`config.mk`:
```
export PLATFORM = sky130hd
export DESIGN_NAME = pipe_sum_accum
export DESIGN_NICKNAME = d
export VERILOG_FILES = /design/src/rtl/pipe_accum_pkg.sv /design/src/rtl/pipe_sum_accum_add.sv /design/src/rtl/pipe_sum_accum.sv
export SDC_FILE = /design/constraint.sdc
export NUM_CORES = 1
export LEC_CHECK = 0
export ABC_AREA = 0
export CAP_MARGIN = 20
export CORE_MARGIN = 2
export CORE_UTILIZATION = 42
export CTS_BUF_LIST = sky130_fd_sc_hd__clkbuf_16
export CTS_CLUSTER_SIZE = 14
export DETAILED_ROUTE_END_ITERATION = 12
export PLACE_DENSITY = 0.71
export SLEW_MARGIN = 5
export SYNTH_ARGS = -nofsm -noshare
export SYNTH_HDL_FRONTEND = slang
export SYNTH_SLANG_ARGS = --single-unit
export TNS_END_PERCENT = 5
```
`constraint.sdc`:
```
create_clock -name clk -period 1.7 [get_ports clk]
set_input_delay 0.34 -clock clk [delete_from_list [all_inputs] [get_ports clk]]
set_output_delay 0.34 -clock clk [all_outputs]
set_load 0.05 [all_outputs]
```
`src/rtl/pipe_accum_pkg.sv`:
```
// +----------------------------------------------------------------------+
// | Package   : pipe_accum_pkg                                            |
// | Purpose   : Shared state encoding and sizing helper for the block     |
// |             accumulator that follows the pipelined split adder.       |
// | Revision  : 1.0 - initial release                                     |
// +----------------------------------------------------------------------+
`default_nettype none

package pipe_accum_pkg;

  // Binary-encoded block state: collecting operands, then holding the result.
  typedef enum logic [1:0] {
    IDLE  = 2'd0,
    ACCUM = 2'd1,
    DONE  = 2'd2
  } accum_state_t;

  // Counter width able to hold the values 0..COUNT inclusive.
  function automatic int cnt_width(input int count);
    return (count < 1) ? 1 : $clog2(count + 1);
  endfunction

endpackage

`default_nettype wire

```
`src/rtl/pipe_sum_accum_add.sv`:
```
// +----------------------------------------------------------------------+
// | Module    : accum_add                                                 |
// | Purpose   : Combinational ACC_W-bit add of the running total and one  |
// |             zero-extended adder result; reports the carry out.        |
// | Options   : PIPE_SUM_ACCUM_SAT_EN - clamp to all-ones on overflow     |
// |             instead of wrapping.                                      |
// | Revision  : 1.0 - initial release                                     |
// +----------------------------------------------------------------------+
`default_nettype none

module accum_add #(
  parameter int N     = 5,
  parameter int ACC_W = 8
) (
  input  logic [ACC_W-1:0] acc,
  input  logic [N:0]       v,
  output logic [ACC_W-1:0] acc_next,
  output logic             ovf
);

  // One extra bit captures the carry out of bit ACC_W-1.
  logic [ACC_W:0] sum;

  assign sum = {1'b0, acc} + (ACC_W+1)'(v);
  assign ovf = sum[ACC_W];

`ifdef PIPE_SUM_ACCUM_SAT_EN
  // Once clamped, any further nonzero operand overflows again, so the
  // total stays pinned at all-ones for the rest of the block.
  assign acc_next = ovf ? {ACC_W{1'b1}} : sum[ACC_W-1:0];
`else
  assign acc_next = sum[ACC_W-1:0];
`endif

endmodule

`default_nettype wire

```
`src/rtl/pipe_sum_accum.sv`:
```
// +----------------------------------------------------------------------+
// | Module    : pipe_sum_accum                                            |
// | Purpose   : Accumulates COUNT consecutive {cout, sum} adder results   |
// |             into an ACC_W-bit total and presents it on a held         |
// |             valid/ready output with a sticky overflow flag.           |
// | Options   : PIPE_SUM_ACCUM_SAT_EN - saturating accumulation           |
// |             (handled inside accum_add).                               |
// | Revision  : 1.0 - initial release                                     |
// +----------------------------------------------------------------------+
`default_nettype none

module pipe_sum_accum
  import pipe_accum_pkg::*;
#(
  parameter int N     = 5,
  parameter int ACC_W = 8,
  parameter int COUNT = 4
) (
  input  logic             clk,
  input  logic             rst_n,
  input  logic             in_valid,
  input  logic [N-1:0]     in_sum,
  input  logic             in_cout,
  output logic             in_ready,
  output logic             out_valid,
  input  logic             out_ready,
  output logic [ACC_W-1:0] out_acc,
  output logic             out_ovf
);

  localparam int             CNT_W    = cnt_width(COUNT);
  localparam logic [CNT_W-1:0] CNT_LAST = CNT_W'(COUNT - 1);

  accum_state_t     state;
  accum_state_t     state_nxt;
  logic [ACC_W-1:0] acc;
  logic [CNT_W-1:0] cnt;
  logic             ovf;
  logic [N:0]       v;
  logic [ACC_W-1:0] add_acc;
  logic             add_ovf;
  logic             in_fire;
  logic             out_fire;

  assign v        = {in_cout, in_sum};
  assign in_fire  = in_valid && in_ready;
  assign out_fire = out_valid && out_ready;
  assign out_acc  = acc;
  assign out_ovf  = ovf;

  accum_add #(
    .N     (N),
    .ACC_W (ACC_W)
  ) u_add (
    .acc      (acc),
    .v        (v),
    .acc_next (add_acc),
    .ovf      (add_ovf)
  );

  // State register.
  always_ff @(posedge clk or negedge rst_n) begin
    if (!rst_n) begin
      state <= IDLE;
    end else begin
      state <= state_nxt;
    end
  end

  // Next-state and handshake outputs; in_ready comes from state only.
  always_comb begin
    state_nxt = state;
    in_ready  = 1'b1;
    out_valid = 1'b0;
    case (state)
      IDLE: begin
        if (in_fire) begin
          state_nxt = (COUNT == 1) ? DONE : ACCUM;
        end
      end
      ACCUM: begin
        if (in_fire && (cnt == CNT_LAST)) begin
          state_nxt = DONE;
        end
      end
      DONE: begin
        in_ready  = 1'b0;
        out_valid = 1'b1;
        if (out_fire) begin
          state_nxt = IDLE;
        end
      end
      default: begin
        state_nxt = IDLE;
      end
    endcase
  end

  // Running total, operand count and sticky overflow for the current block.
  always_ff @(posedge clk or negedge rst_n) begin
    if (!rst_n) begin
      acc <= '0;
      cnt <= '0;
      ovf <= 1'b0;
    end else begin
      case (state)
        IDLE: begin
          if (in_fire) begin
            acc <= ACC_W'(v);
            cnt <= CNT_W'(1);
            ovf <= 1'b0;
          end
        end
        ACCUM: begin
          if (in_fire) begin
            acc <= add_acc;
            ovf <= ovf | add_ovf;
            cnt <= cnt + CNT_W'(1);
          end
        end
        DONE: begin
          if (out_fire) begin
            cnt <= '0;
          end
        end
        default: begin
          cnt <= '0;
        end
      endcase
    end
  end

endmodule

`default_nettype wire
```
* Word-level counts from Yosys, hierarchy flattened
Cells that the tools add are included.
** Storage, ports and cells
- Input bits :: 10
- Output and inout port bits :: 11
- Register bits :: 14
- Word-level logic and storage cells :: 38
** Operators by class
- Mux-type cells :: 16
- $add $sub $neg :: 2
- Equality and inequality tests :: 7
- Reduce and logical (&&, ||, !) cells :: 8
- Bitwise logic cells :: 1
** Operator list (number)
- $mux W8 :: 2
- $pmux W8 S2 :: 1
- $add A8 B6 Y9 :: 1
- $mux W3 :: 3
- $pmux W3 S3 :: 1
- $reduce_and A3 Y1 :: 3
- $ne A2 B2 Y1 const B :: 4
- $mux W2 :: 3
- $pmux W2 S3 :: 1
- $mux W1 :: 4
- $add A3 B1 Y3 const B :: 1
- $eq A3 B2 Y1 const B :: 1
- $logic_and A1 B1 Y1 :: 3
- $eq A2 B1 Y1 const B :: 1
- $eq A2 B2 Y1 const B :: 1
- $logic_not A2 Y1 :: 1
- $pmux W1 S2 :: 1
- $reduce_bool A2 Y1 :: 1
- $or A1 B1 Y1 :: 1

* Longest topological paths before layout
Gate-level depths: netlist of the first run.
- Depth after elaboration :: 6
- Mapped depth :: 8
- Depth with buffers taken out :: 8

* Cells and area by module
From an unflattened synthesis of the first run, not the netlist that was laid out.
** Second synthesis, totals
- Cells, all modules :: 92
- Area total of the unflattened synthesis :: 1064.8 um^2
** Modules (own cells, without submodules)
- pipe_sum_accum :: cells an instance 60, sequential area each 350.3 um^2, area an instance 800.8 um^2, times used 1
- accum_add :: cells an instance 32, sequential area each 0.0 um^2, area an instance 264.0 um^2, times used 1

* Worst setup path after synthesis of the first run
No wires, ideal clock.
- Path type :: register to register
- Start point :: register acc[0] (netlist: out_acc[0])
- End point :: register acc[6] (netlist: out_acc[6])
- Buffers on the path :: 0
- Period minus slack after synthesis :: 2224 ps
- Arrival :: 2154 ps
- Path slack :: -524 ps
- Setup time :: 70 ps
- Stages on the path, launching flop included :: 9
- Data required time :: 1630 ps
- Path through :: dfrtp_1 ha_1 inv_1 fa_1 nor2b_4 o31a_2 o21ai_2 a2111o_1 nand3_1
** On the way
- Longest elaborated chain between the ends :: 3
** Ends and longest elaborated chain
- start: declaration :: RTL line pipe_sum_accum.sv:36 : logic [ACC_W-1:0] acc;
- start signal: assignment :: RTL line pipe_sum_accum.sv:109 : acc <= ACC_W'(v);
- $add A8 B6 Y9 :: RTL line pipe_sum_accum_add.sv:24 : assign sum = {1'b0, acc} + (ACC_W+1)'(v);
- $mux W8 :: RTL line pipe_sum_accum.sv:115 : if (in_fire) begin
- $pmux W8 S2 :: RTL line pipe_sum_accum.sv:106 : case (state)
Every way passes these cells. The select of a mux whose other input is x is not followed.
A chain may end at the register's enable or synchronous reset.

* Final worst setup path of the first run
Ends and elaborated chain as after synthesis.

==> impl_results.md, run 1 <==
- Crit path largest cell delay: 0.38 ns
- Core box area: 2170 sq um
- Mapped cell area: 947 sq um
- Avg Inst Size Synth: 8.94 sq um
- Cell Rows: 17
- Area Growth Syn to Fin: 55.6%
- Endpoint class of the critical path: flop
- Simple-gate share of the synthesized area: 16.1%
- Max Slew Vio Count: 0
- IO Pins: 21
- Sequential-to-total area share from yosys stat: 37.0%
- Standby leakage power: 0.674 nW
- Final wirelength: 2570 um
- Switching share of power: 46.1%
- Yosys warns: 0
- Final setup fails: 4
- CTS root buffer: clkbuf_16
- Cell Area, Placed: 1290 sq um
- CTS tree: done
- Relative slew slack: 70.6%
- Drt first-iter violations: 20
- CTS sink count: 14
- HP Class: primary input to async pin
- Syn_nets: 125
- Antenna cells: 0
- Final period utilization: 104%
- Htree depth: 1
- Failing checks: setup timing
- Fin Clk Skew: 0.00555 ns
- Final Hold Fails: 0
- Finished layout cell area: 1470 sq um
- Largest family of logic cells by synthesized area: compound AO/OA/AOI/OAI gates
- Cts bufs inserted: 3
- Power Dens Cells: 2120 nW/um^2
- Fill count: 179
- Net Sw Power: 0.00144 W
- Max stage delay cell, worst path: fa_2
- Initial antenna violation count: 0
- Critical Path Source Type: flop
- Gr usage total: 22.8%
- VDD IR-drop max: 1.11 mV
- Setup CP Type: flop to flop
- Internal Power: 0.00168 W
- Port Buffer Count: 20
- Crit path cell chain: ha_4 -> inv_2 -> fa_2 -> nor2b_4 -> o31a_4 -> o21ai_4 -> a2111o_1 -> nand3_1
- Xor and xnor fraction of the mapped netlist area: 0%
- Crit path time final: 1.77 ns
- First-pass GRT wire length: 4350 um
- Uppermost layer routed: met4
- Logic gate share of total power: 64.3%
- Sequential share of power: 21.0%
- Via-to-Cell Ratio: 5.52
- CTS hold repair buffers: 0
- CTS Buffer Depth: 2
- RSZ-0062 raised after global routing: true
- WL met2: 1280 um
- DRC: 0
- Routed wire length per instance: 15.1 um
- Ratio of cells with drive above 1 in the final layout: 37.3%
- GPL Wtd Cong: 0.850
- Largest net degree at the start of global routing: 13
- Synth cell types: 32
- Dpl ws: -0.635 ns
- Required @ worst endpoint: 1.88 ns
- Max_cap viols: 0
- Compound-Gate Fraction of Synth Area: 23.9%
- Die Wd: 51.5 um
- Clock transition at path regs: 0.05 ns
- Vias after detailed routing: 939
- CP arrival: 1.95 ns
- Status: finished, violations left
- Die Area: 2650 sq um
- GR Overflow Total: 0
- Vias in the first global route: 919
- Power share of the clock group: 14.6%
- Post-Syn Instances: 106
- Mux share of post-synthesis cell area: 4.23%
- Post-route ant nets: 0
- Die H: 51.5 um
- Clk_lat worst skew: 0.25 ns
- HPWL Detailed: 1810 um
- Initial core utilization: 43.7%
- Count of state elements after synthesis: 14
- Crit-path max FO: 3
- Met3 WL: 128 um
- Drt first pass iters: 4
- Metal1 wirelength: 1110 um
- Final Net Count: 162
- Worst Tran Pin Value: 0.441 ns
- Synth Area in Adders: 12.7%
- Max Fclk: 566 MHz
- Final WS setup: -0.0655 ns
[power groups by stage]
stage	combinational (W)	sequential, W	clock [W]
2_1_floorplan	0.000810	0.000980	0
3_3_place_gp	0.00169	0.000629	0
3_5_place_dp	0.00174	0.000643	0
4_1_cts	0.00191	0.000648	0.000463
5_1_grt	0.00219	0.000683	0.000477
6_report	0.00201	0.000657	0.000457
[metrics by stage]
stage | setup TNS [ns] | util, % | hold WS, ns | instances | total power (W)
global placement | -3.21 | 59.7 | 0.476 | 165 | 0.00232
floorplan | -0.876 | - | 0.0444 | 106 | 0.00179
detailed placement | -3.66 | 59.7 | 0.491 | 165 | 0.00238
global route | -0.488 | 67.9 | 0.368 | 170 | 0.00335
CTS | -0.329 | 66.4 | 0.350 | 170 | 0.00303
finish | -0.127 | 67.9 | 0.344 | 170 | 0.00312
[worst max-delay path, delay by kind of cell (launching register included)]
| kind | cells | cell delay [ns] |
|---|---|---|
| AO/OA/AOI/OAI | 3 | 0.56 |
| adder cells (fa/ha/maj) | 2 | 0.51 |
| AND/OR/NAND/NOR | 2 | 0.21 |
| flip-flops | 1 | 0.37 |
| buffers and inverters | 1 | 0.04 |
[synthesized netlist by cell type, drive strengths merged]
library cell,instances,area share (%)
dfrtp,14,37
o21ai,13,7.3
inv,9,3.6
nand2,9,3.6
a21oi,8,4.2
ha,8,11
nor2,7,2.8
nor3,5,2.6
a211oi,4,3.7
buf,4,2.1
mux2i,4,4.2
nand3,3,1.6
nor2b,2,2.1
o22ai,2,1.3
a2111o,1,1.2
a21o,1,0.79
and3,1,0.66
clkbuf,1,0.40
fa,1,2.1
nand2b,1,0.66
nand4,1,0.66
nor3b,1,0.79
o21a,1,0.79
o22a,1,0.92
o311ai,1,1.7
o31a,1,1.1
o32ai,1,0.92
or2,1,0.66
[flip-flops by register name (all words and copies together) (netlist names)]
signal	count
cnt	3
out_acc	8
out_ovf	1
state	2
[per-layer routing]
metal  global-route usage, %  up-vias
li1                        -      456
met4                    9.65        0
met3                    6.90        7
met1                    28.1      447
met2                    37.0       29
met5                       0        -
[cell usage in the layout (no fill, tap or decap), drive strengths merged]
master         instances
buf                   28
dfrtp                 14
o21ai                 13
nand2                  9
inv                    9
a21oi                  8
ha                     8
nor2                   7
clkdlybuf4s50          6
nor3                   5
mux2i                  4
a211oi                 4
nand3                  3
clkbuf                 3
dlygate4sd2            2
nor2b                  2
o22ai                  2
nand2b                 1
o21a                   1
o31a                   1
a21o                   1
or2                    1
o311ai                 1
o22a                   1
o32ai                  1
and3                   1
a2111o                 1
nand4                  1
nor3b                  1
fa                     1
clkinv                 1
clkdlybuf4s15          1
[worst paths after layout]
kind	startpoint	end	slack, ns	cells past startpoint
setup / recovery	out_acc[0]$_DFFE_PN0P_	out_acc[6]$_DFFE_PN0P_	-0.07	8
hold / removal	rst_n	out_acc[3]$_DFFE_PN0P_	0.34	1
setup reg to reg	out_acc[0]$_DFFE_PN0P_	out_acc[6]$_DFFE_PN0P_	-0.07	8
hold reg to reg	out_ovf$_DFFE_PN0P_	out_ovf$_DFFE_PN0P_	0.51	1
max in group asynchronous	rst_n	cnt[0]$_DFFE_PN0P_	0.92	2
min in group clk	out_ovf$_DFFE_PN0P_	out_ovf$_DFFE_PN0P_	0.51	1
[cells by family after synthesis]
| family | after synthesis |
|---|---|
| AOI/OAI and AO/OA | 34 |
| adders and majority gates | 9 |
| buffers and inverters | 14 |
| DFF | 14 |
| muxes | 4 |
| and+or+nand+nor | 31 |
[cell type report]
class	count	area (sq um)	area share (%)
inverter	9	33.8	2.29
clock buffer	3	75.1	5.09
sequential	14	354	24.0
clock inverter	1	3.75	0.255
tap	28	35.0	2.38
multi-input combinational	78	649	44.1
timing repair buffer	37	323	21.9
[what timing repair did]
| item | CTS | global route |
|---|---|---|
| gates resized for setup | 18 | 6 |
| endpoints found under the hold margin | 0 | 0 |
| buffers inserted | 1 | 0 |
| pin swaps | 12 | 6 |
| gates cloned | 0 | 0 |
| setup endpoints to repair | 7 | 6 |
Note: power is estimated with default switching activity, not from simulation.
==> run 2, diff against run 1 <==
--- a/config.mk
+++ b/config.mk
@@ -12,9 +12,10 @@
 export CTS_BUF_LIST = sky130_fd_sc_hd__clkbuf_16
 export CTS_CLUSTER_SIZE = 14
 export DETAILED_ROUTE_END_ITERATION = 12
-export PLACE_DENSITY = 0.71
+export PLACE_DENSITY = 0.7
 export SLEW_MARGIN = 5
 export SYNTH_ARGS = -nofsm -noshare
 export SYNTH_HDL_FRONTEND = slang
+export SYNTH_HIERARCHICAL = 1
 export SYNTH_SLANG_ARGS = --single-unit
 export TNS_END_PERCENT = 5
==> run 2 against run 1 <==
Effect of this change:
- the run still ends with setup timing left
- total power rose by 9.8%
- synthesized area rose by 12%
- via count fell by 14%
- clock skew rose by 0.00065 ns
- global-route usage fell by 4.5 points
- synthesized cell count fell by 13%
- critical path depth fell by 1
- sequential power rose by 3.5%
- clock power barely moved
==> impl_results.md, run 2 <==
- Drt first-iter violations: 3 (-85%)
- Yosys warns: 6 (+6)
- Relative slew slack: 77.7% (+7.1 points)
- Drt first pass iters: 4 (unchanged)
- Tot Pwr: 0.00343 W (+9.8%)
- CTS hold repair buffers: 0 (unchanged)
- Final setup fails: 7 (+3)
- Sequential-to-total area share from yosys stat: 32.9% (-4.1 points)
- Commonest non-fill, non-tap cell in the layout: buf_4
- Initial core utilization: 43.8% (+0.12 points)
- Worst R2R Path Depth: 7 (-1)
- CTS tree: done
- Setup CP Type: flop to flop
- Die Area: 2950 sq um (+11%)
- Worst path most repeated cell: mux2_4
- Cell Rows: 18 (+1)
- DRC: 0 (unchanged)
- Count of state elements after synthesis: 14 (unchanged)
- Port Buffer Count: 20 (unchanged)
- Max stage delay cell, worst path: dfrtp_2
- Die Wd: 54.4 um (+5.6%)
- HP Class: primary input to async pin
- Fin Clk Skew: 0.00619 ns (+0.000647 ns)
- Fill count: 192 (+7.3%)
- Initial antenna violation count: 0 (unchanged)
- Dpl ws: -0.714 ns (-0.0794 ns)
- Simple-gate share of the synthesized area: 10.6% (-5.5 points)
- Cts bufs inserted: 3 (unchanged)
- EDFF count, synth: 0 (unchanged)
- Synth async-reset ratio: 100% (unchanged)
- Commonest non-fill, non-tap cells in the layout: buf_4 (22), mux2_4 (12), dfrtp_1 (11)
- Xor and xnor fraction of the mapped netlist area: 4.94% (+4.9 points)
- Mapped cell area: 1060 sq um (+12%)
- Gr usage total: 18.3% (-4.5 points)
- Final WS setup: -0.313 ns (-0.248 ns)
- CP arrival: 2.14 ns (+0.19 ns)
- Ratio of cells with drive above 1 in the final layout: 45.7% (+8.3 points)
- RSZ-0062 raised after global routing: true
- Crit path time final: 2.01 ns (+0.248 ns)
- Multi-input logic area: 727 sq um (+12%)
- Final wirelength: 2320 um (-9.8%)
- Vias in the first global route: 843 (-8.3%)
- Crit path cell chain: ha_4 -> fa_2 -> a21o_1 -> a21oi_2 -> xnor2_1 -> mux2_4 -> mux2_4
- Crit-path max FO: 3 (unchanged)
- Post-route ant nets: 0 (unchanged)
- Status: finished, violations left
- HPWL Detailed: 1590 um (-12%)
- Max Slew Vio Count: 0 (unchanged)
- Compound-Gate Fraction of Synth Area: 14.8% (-9.1 points)
- Commonest cells in the netlist: dfrtp_1 (14), mux2_4 (12), ha_1 (8)
- Largest family of logic cells by synthesized area: multiplexers
- Synth area leaders: dfrtp_1 (33%), mux2_4 (17%), ha_1 (9.4%)
- Worst Tran Pin Value: 0.335 ns (-0.106 ns)
- Power Dens Cells: 2190 nW/um^2 (+3.3%)
- Crit path largest cell delay: 0.42 ns (+0.04 ns)
- First-pass GRT wire length: 3860 um (-11%)
- R2R Path End: out_acc[4]$_DFFE_PN0P_
- Final period utilization: 118% (+15 points)
- Failing checks: setup timing
- Max_cap viols: 0 (unchanged)
- Hold WS: 0.419 ns (+0.0750 ns)
- Required @ worst endpoint: 1.82 ns (-0.06 ns)
- Max Fclk: 497 MHz (-12%)
- Die H: 54.4 um (+5.6%)
- Final Hold Fails: 0 (unchanged)
- Avg Inst Size Synth: 11.6 sq um (+30%)
- Register-to-register setup slack: -0.31 ns (-0.25 ns)
- GR Overflow Total: 0 (unchanged)
- Largest register FFs: 8 (unchanged)
- Endpoint class of the critical path: flop
- Storage element area: 354 sq um (unchanged)
- Synth cell types: 32 (unchanged)
- Final Net Count: 147 (-9.3%)
- Synth Area in Adders: 11.3% (-1.4 points)
- VDD IR-drop max: 1.41 mV (+27%)
- RR Startpoint: out_acc[0]$_DFFE_PN0P_
- Cell taking the most area after synthesis: dfrtp_1
- Clk_lat worst skew: 0.25 ns (about the same)
- Crit path max-delay family: adder cells
- Largest net degree at the start of global routing: 15 (+2)
- Most common cell in the synthesized netlist: dfrtp_1
- Standby leakage power: 0.741 nW (+10%)
- Buf/Inv on CP: 0 (-1)
- Critical Path Source Type: flop
- CTS root buffer: clkbuf_16
- Mux share of post-synthesis cell area: 18.8% (+15 points)
- Predominant post-synthesis flop cell: dfrtp_1
- CTS sink count: 14 (unchanged)
- Syn_nets: 111 (-11%)
- Top-area cell type share of the netlist area: 32.9% (-4.1 points)
- Via-to-Cell Ratio: 5.17 (-6.5%)
- Antenna cells: 0 (unchanged)
- Routed wire length per instance: 14.8 um (-2.3%)
- CTS Buffer Depth: 2 (unchanged)
- Core box area: 2430 sq um (+12%)
- Area Growth Syn to Fin: 47.1%
- IO Pins: 21 (unchanged)
- Htree depth: 1 (unchanged)
- Vias after detailed routing: 811 (-14%)
- Clock transition at path regs: 0.05 ns (about the same)
- Post-Syn Instances: 92 (-13%)
- GPL Wtd Cong: 0.756 (-11%)
- Setup TNS: -1.38 ns (-1.25 ns)
- Post-layout util: 64.4% (-3.5 points)
[run 2: per-layer routing]
| metal | track usage [%] | up-vias | routed length [um] |
|---|---|---|---|
| met2 | 28.9 | 11 | 1100 |
| met1 | 24.4 | 392 | 1140 |
| li1 | - | 404 | - |
| met5 | 0 | - | 0 |
| met3 | 4.92 | 4 | 60 |
| met4 | 5.42 | 0 | 18 |
[run 2: power breakdown]
group | switching [W] | internal (W) | leakage (nW) | total (W)
Sequential | 0.000182 | 0.000498 | 0.166 | 0.000680
Clock | 0.000144 | 0.000312 | 0.0385 | 0.000456
Combinational | 0.00106 | 0.00123 | 0.536 | 0.00229
Total | 0.00139 | 0.00204 | 0.741 | 0.00343
[run 2: worst max path at each step]
stage,from,to,cells past startpoint,slack (ns)
6_report,out_acc[0]$_DFFE_PN0P_,out_acc[4]$_DFFE_PN0P_,7,-0.31
4_1_cts,out_acc[0]$_DFFE_PN0P_,out_acc[4]$_DFFE_PN0P_,7,-0.30
2_1_floorplan,out_acc[0]$_DFFE_PN0P_,out_acc[4]$_DFFE_PN0P_,7,-0.37
3_3_place_gp,in_sum[0],out_acc[4]$_DFFE_PN0P_,8,-0.69
3_5_place_dp,in_sum[0],out_acc[4]$_DFFE_PN0P_,8,-0.71
5_1_grt,out_acc[0]$_DFFE_PN0P_,out_acc[4]$_DFFE_PN0P_,7,-0.38
[run 2: cells by family after synthesis]
kind of cell | count (synthesis)
AOI/OAI and AO/OA | 23
xor gates and xnor gates | 6
adders and majority gates | 9
buffers and inverters | 10
DFF | 14
muxes | 14
and+or+nand+nor | 16
[run 2: stage by stage]
stage	instances	instance area, sq um
floorplan	92	1090
global placement	152	1420
detailed placement	152	1420
CTS	157	1550
global route	157	1570
finish	157	1570
[run 2: layout make-up]
class | count | area share (%)
clock buffers | 3 | 4.79
well taps | 30 | 2.40
repair buffers | 36 | 22.4
flip-flops and latches | 14 | 22.6
inverters | 5 | 1.20
clock inverters | 1 | 0.240
multi-input cells | 68 | 46.4
[run 2: worst reg2reg max path, stage by stage (launching register included)]
cell	delay (ns)
dfrtp_2	0.42
ha_4	0.17
fa_2	0.39
a21o_1	0.18
a21oi_2	0.14
xnor2_1	0.08
mux2_4	0.26
mux2_4	0.26
[run 2: what timing repair did]
item,in CTS,in global routing
pin swaps,5,5
endpoints found under the setup margin,8,7
buffers inserted,1,0
gates resized for setup,11,3
